$ cat config.mk
export PLATFORM = sky130hd
export DESIGN_NAME = ring_counter
export DESIGN_NICKNAME = d
export VERILOG_FILES = /design/src/rtl/ring_counter.sv
export SDC_FILE = /design/constraint.sdc
export NUM_CORES = 1
export LEC_CHECK = 0
export ABC_CLOCK_PERIOD_IN_PS = 1700
export BUFFER_PORTS_ARGS = -buffer_cell sky130_fd_sc_hd__buf_2
export CAP_MARGIN = 40
export CORE_AREA = 2 2 39 41
export DETAILED_ROUTE_END_ITERATION = 10
export DIE_AREA = 0 0 41 43
export GPL_TIMING_DRIVEN = 0
export PLACE_DENSITY_LB_ADDON = 0.1
export SLEW_MARGIN = 25
export SYNTH_ARGS = -nofsm -noshare
export SYNTH_HDL_FRONTEND = slang
export SYNTH_SLANG_ARGS = --single-unit
$ cat constraint.sdc
create_clock -name clk -period 1.7 [get_ports clk]
set_clock_uncertainty 0.2 [all_clocks]
set_input_delay 0.085 -clock clk [delete_from_list [all_inputs] [get_ports clk]]
set_output_delay 0.085 -clock clk [all_outputs]
set_load 0.01 [all_outputs]
$ cat src/rtl/ring_counter.sv
// ring_counter
//   One-hot ring counter. A single hot bit circulates through a WIDTH-bit
//   register, advancing one position per clock. It free-runs whenever reset
//   is low. A non-one-hot state (zero or multiple bits set) is replaced by the
//   reset pattern on the next edge, and that edge is flagged.
//
// Parameters
//   WIDTH       number of stages in the ring (>= 2)
//   ROTATE_LEFT 1: hot bit moves toward the MSB, 0: toward the LSB
//   RESET_POS   bit index that is hot after reset (0 <= RESET_POS < WIDTH)
//
// Ports
//   clk     in   clock, rising-edge active
//   reset   in   synchronous, active-high reset
//   count   out  registered one-hot ring state
//   index   out  registered binary position of the hot bit in count
//   wrap    out  registered pulse, high when count has just returned to the
//                reset pattern by rotation
//   illegal out  registered pulse, high for the cycle after a non-one-hot
//                count was replaced by the reset pattern
module ring_counter #(
    parameter int WIDTH       = 4,
    parameter bit ROTATE_LEFT = 1'b1,
    parameter int RESET_POS   = 0,
    localparam int IW         = (WIDTH > 2) ? $clog2(WIDTH) : 1
) (
    input  logic             clk,
    input  logic             reset,
    output logic [WIDTH-1:0] count,
    output logic [IW-1:0]    index,
    output logic             wrap,
    output logic             illegal
);

    localparam logic [WIDTH-1:0] ONE     = WIDTH'(1);
    localparam logic [WIDTH-1:0] RST_PAT = ONE << RESET_POS;
    localparam logic [IW-1:0]    RST_IDX = IW'(RESET_POS);
    localparam logic [IW-1:0]    LAST    = IW'(WIDTH - 1);

    logic [WIDTH-1:0] count_nxt;
    logic [IW-1:0]    index_nxt;
    logic             onehot;

    // x & (x-1) clears the lowest set bit; zero result on a non-zero x
    // means exactly one bit was set.
    assign onehot = (count != '0) && ((count & (count - ONE)) == '0);

    // Index is tracked alongside the ring rather than encoded from it, so it
    // stays a plain register. It wraps explicitly at WIDTH-1 so non-power-of-2
    // widths stay in range.
    always_comb begin
        count_nxt = count;
        index_nxt = index;
        if (ROTATE_LEFT) begin
            count_nxt = {count[WIDTH-2:0], count[WIDTH-1]};
            index_nxt = (index == LAST) ? '0 : index + IW'(1);
        end else begin
            count_nxt = {count[0], count[WIDTH-1:1]};
            index_nxt = (index == '0) ? LAST : index - IW'(1);
        end
    end

    always_ff @(posedge clk) begin
        if (reset) begin
            count   <= RST_PAT;
            index   <= RST_IDX;
            wrap    <= 1'b0;
            illegal <= 1'b0;
        end else if (!onehot) begin
            // Recovery reloads the reset pattern; rotation resumes next edge.
            count   <= RST_PAT;
            index   <= RST_IDX;
            wrap    <= 1'b0;
            illegal <= 1'b1;
        end else begin
            count   <= count_nxt;
            index   <= index_nxt;
            wrap    <= (count_nxt == RST_PAT);
            illegal <= 1'b0;
        end
    end

endmodule

Word-level counts from Yosys, hierarchy flattened
Index checks and enable logic that the tools add are counted.
{ "totals": {"regBits": 8, "latchBits": 0, "ram_bits": 0, "rom_bits": 0, "in_bits": 2, "output_inout_bits": 8, "elab_cells": 16, "n_memories": 0} }
{ "op_classes": {"n_addsub": 2, "n_mul": 0, "div_mod_pow": 0, "order_cmp": 0, "n_eq_ne": 2, "shifts": 0, "n_mux": 1, "n_bitwise": 2, "reduce_logical": 5} }
{ "op_table": {"columns": ["operator", "n"], "rows": [
  ["AND 4 bit", 1],
  ["== test 4 x 1 -> 1 bit (second input constant)", 1],
  ["logical NOT 4 bit", 1],
  ["nonzero test 4 bit", 1],
  ["subtractor 4 x 1 -> 4 bit (second input constant)", 1],
  ["OR reduction 3 bit", 1],
  ["adder 2 x 1 -> 2 bit (second input constant)", 1],
  ["== test 2 bit (second input constant)", 1],
  ["OR reduction 2 bit", 1],
  ["logical AND 1 bit", 1],
  ["2-to-1 mux 1 bit", 1],
  ["NOT 1 bit", 1]
]} }

Depth between registers and ports, before layout
{ "logic_depth": {"depth_word": 6, "ltp_mapped": 3, "mapped_depth_nobuf": 3} }

Least setup slack after synthesis
No wires, ideal clock.
{ "synth_path": {"kind": "reg-to-reg", "start": "reg count[2]", "end": "reg count[0]", "setup_ns": 0.127, "arrival_time_ns": 1.330, "required_time_ns": 1.373, "path_slack_ns": 0.043, "path_stages_with_launch": 4, "path_buffers": 0, "cell_sequence": "dfxtp_1 > or4b_1 > o311a_2 > or3_1"} }
{ "synth_via": {"elab_chain_cells": 6, "word_cells_on_any_way": 7, "classes_between": "add/sub (1); bitwise (2); reduce/logical (4)"} }
{ "synth_lines": {"columns": ["item", "line", "rtl"], "rows": [
  ["from (decl)", "29", "output logic [WIDTH-1:0] count,"],
  ["from (signal assigned)", "76", "count <= count_nxt;"],
  ["subtractor 4 x 1 -> 4 bit", "46", "assign onehot = (count != '0) && ((count & (count - ONE)) == '0);"],
  ["AND 4 bit", "46", null],
  ["logical NOT 4 bit", "46", null],
  ["logical AND 1 bit *", "46", null],
  ["NOT 1 bit (no source line) *", null, null],
  ["OR reduction 2 bit (no source line) *", null, null]
]} }
Mark *: on every way between the ends. The rest lies on a longest branch, timed or not.
A chain may end at the register's enable or synchronous reset.

Worst setup path in the final report
{ "layout_path": {"start": "reg count[3]", "end": "reg count[0]"} }
{ "layout_via": {"elab_chain_cells": 6, "word_cells_on_any_way": 7, "classes_between": "add/sub (1); bitwise (2); reduce/logical (4)"} }
{ "layout_lines": {"columns": ["item", "line"], "rows": [
  ["subtractor 4 x 1 -> 4 bit", "46"],
  ["AND 4 bit", "46"],
  ["logical NOT 4 bit", "46"],
  ["logical AND 1 bit", "46"],
  ["NOT 1 bit (no source line)", null],
  ["OR reduction 2 bit (no source line)", null]
]} }
Several ways; a longest one is shown, not always the timed one.

==> out/qor_table.md <==
| Item | Value |
| --- | --- |
| Peak Freq | 0.6036 GHz |
| Critical Path Start Type | register |
| Time the worst path needs with I/O delays and setup | 1.657 ns |
| Post-Syn Instances | 21 |
| Remaining antenna violation count | 0 |
| Share of final-layout standard cells stronger than drive strength 1 | 0.4857 |
| H-Tree Depth | 1 |
| Portion of the clock cycle consumed by the worst path in the final layout | 0.9746 |
| Worst vdd rail ir drop | 0.5621 mV |
| Slack of the critical path | 0.04324 ns |
| Number of pins exceeding their max-slew limit in the final report | 0 |
| Part of the power in combinational logic | 0.393 |
| Final RePlAce weighted congestion | 0.5863 |
| Cell at the root of the clock tree | clkbuf_4 |
| Area growth from synthesis to layout | 45.54% |
| Initial Util | 0.1926 |
| Worst setup path class | register to register |
| CP Capture Type | register |
| Reg2Reg Setup Slack | 0.04 ns |
| Number of rows in the core area | 14 |
| Switching share of total power | 0.3195 |
| Sinks on Clock Net | 8 |
| Share of the core filled with cells | 0.2803 |
| Routed wire length | 528 um |
| TritonCTS clock tree | yes |
| Transition time of the tightest slew-check pin | 0.2236 ns |
| Maximum number of pins on one net before global-route repair | 9 |
| Worst-case headroom to the max-slew limit | 0.8488 |
| Synth unique cells | 11 |
| Internal power | 485.9 uW |
| Power density normalized to cell area | 1841 nW/um^2 |
| Final hold violation count | 0 |
| Number of remaining DRC errors | 0 |
| CP Data Arrival Time | 1.58 ns |
| Status | finished clean |
| Number of iterations in the first detailed-routing pass | 2 |
| Routed wire per std cell | 10.35 um |
| Port bufs | 9 |
| Sequential group share of total power | 0.413 |
| Sequential area share after synthesis | 0.6009 |
| Io pins | 10 |
| Clk_lat worst skew | 0.24 ns |
| Number of global-route vias before repair | 221 |
| Grt ovf | 0 |
| Total vias in the final route | 222 |
| Antenna violations before repair | 0 |
| Setup Total Neg Slack | 0 ns |
| Required @ worst endpoint | 1.63 ns |
| Die Area | 1763 sq um |
| Mapped Nets | 24 |
| Die X | 41 um |
| Dpl hpwl | 382.3 um |
| Number of buffers created by CTS | 3 |
| Clock-pin transition on the worst setup and hold timing paths | 0.05 ns |
| Final count of negative-setup-slack endpoints | 0 |
| Die H | 43 um |
| Largest fanout on the critical path | 6 |
| Wire length of the first global-routing pass | 814 um |
| Global routing usage summed across all routing layers | 0.07344 |
| Placeable Area | 1384 sq um |
| Number of inserted diodes | 0 |
| Post-placement setup slack | 0.005430 ns |
| Worst hold path class | register to register |
| Pwr Total | 714.1 uW |
| Total number of nets in the final design | 40 |
| Unrepaired setup endpoints after global routing | true |
| Power dissipated by switching net loads | 228.2 uW |
| Via/cell ratio | 4.353 |
| Worst hold slack | 0.2530 ns |
| Average cell area after synthesis | 12.69 sq um |
| Total of warnings raised by yosys | 0 |
| Buffer depth of the longest clock path | 2 |
| Leak pwr | 0.1703 nW |
| Drt first-iter violations | 3 |
| Clock power share | 0.194 |
| Total standard cell area after synthesis | 266.5 sq um |
| Total of flip-flops plus latches after synthesis | 8 |
| Max-Cap Viols | 0 |
[path summary, 6_finish.rpt]
kind,from,endpoint,depth (start not counted)
hold / removal,index[0],index[0],1
hold reg to reg,index[0],index[0],1
setup / recovery,count[3],count[0],3
setup reg to reg,count[3],count[0],3
[per-stage QoR]
| stage | instance area [sq um] | instances |
|---|---|---|
| 4_1_cts | 377.9 | 50 |
| 2_1_floorplan | 266.5 | 21 |
| 6_report | 387.9 | 51 |
| 5_1_grt | 387.9 | 51 |
| 3_5_place_dp | 331.6 | 46 |
| 3_3_place_gp | 331.6 | 46 |
[power groups by stage]
stage	clock [mW]	combinational (mW)	sequential, mW
floorplan	0	0.118	0.315
global placement	0	0.225	0.290
detailed placement	0	0.231	0.294
CTS	0.147	0.255	0.294
global route	0.158	0.309	0.302
finish	0.139	0.280	0.295
[cells by family (layout without fill, tap and decap cells)]
| group | count (synthesis) | after routing | synth area share |
|---|---|---|---|
| xor+xnor | 1 | 1 | 0.03287 |
| flops | 8 | 8 | 0.6009 |
| fa+ha+maj | 1 | 1 | 0.04694 |
| buf+inv | 0 | 14 | 0 |
| compound gates | 1 | 1 | 0.04225 |
| simple gates | 10 | 10 | 0.2770 |
[layer usage]
metal / track usage / part of all wire / vias up
li1: - / - / 109
met1: 0.07767 / 0.46 / 104
met2: 0.09688 / 0.45 / 7
met3: 0.03141 / 0.083 / 2
met4: 0.08000 / 0.0095 / 0
met5: 0 / 0 / -
[registers in the layout, indices dropped and copies added (netlist names)]
| register | flops |
|---|---|
| index | 2 |
| illegal | 1 |
| wrap | 1 |
| count | 4 |
[synth_stat cells (all sizes together)]
master,instances,area [sq um]
nor4,1,6.260
o311a,1,11.26
nor3b,3,22.52
ha,1,12.51
nor2,1,3.750
or3,1,6.260
xnor2,1,8.760
nor4b,1,8.760
dfxtp,8,160.2
or4b,2,20.02
nor2b,1,6.260
[worst max-delay path, cell delays in order, from the launching register on]
cell     delay [ns]
dfxtp_2        0.33
or4b_1         0.53
o311a_4        0.17
or3_1          0.31
[layout by cell type (no fill, tap or decap)]
master,count
nor3b_1,3
nor4b_1,1
dfxtp_1,6
or4b_1,1
dfxtp_2,2
nor4_1,1
or3_1,1
o311a_4,1
dlygate4sd3_1,1
ha_1,1
clkbuf_4,3
xnor2_1,1
nor2b_1,1
or4b_4,1
buf_2,9
buf_4,1
nor2_1,1
[cell type report]
type                       count  area [sq um]
timing repair buffer          11         62.56
multi-input combinational     13         120.1
clock buffer                   3         22.52
tap                           16         20.02
sequential                     8         162.7
fill                         158         996.0
[timing repair]
| item | CTS | global route |
|---|---|---|
| endpoints found under the hold margin | 8 | 0 |
| setup buffers | 0 | 1 |
| setup endpoints to repair | 1 | 1 |
| hold buffers | 1 | 0 |
| pin swaps | 0 | 0 |
| resized for setup | 2 | 2 |
Power figures use the tool's default switching activity.
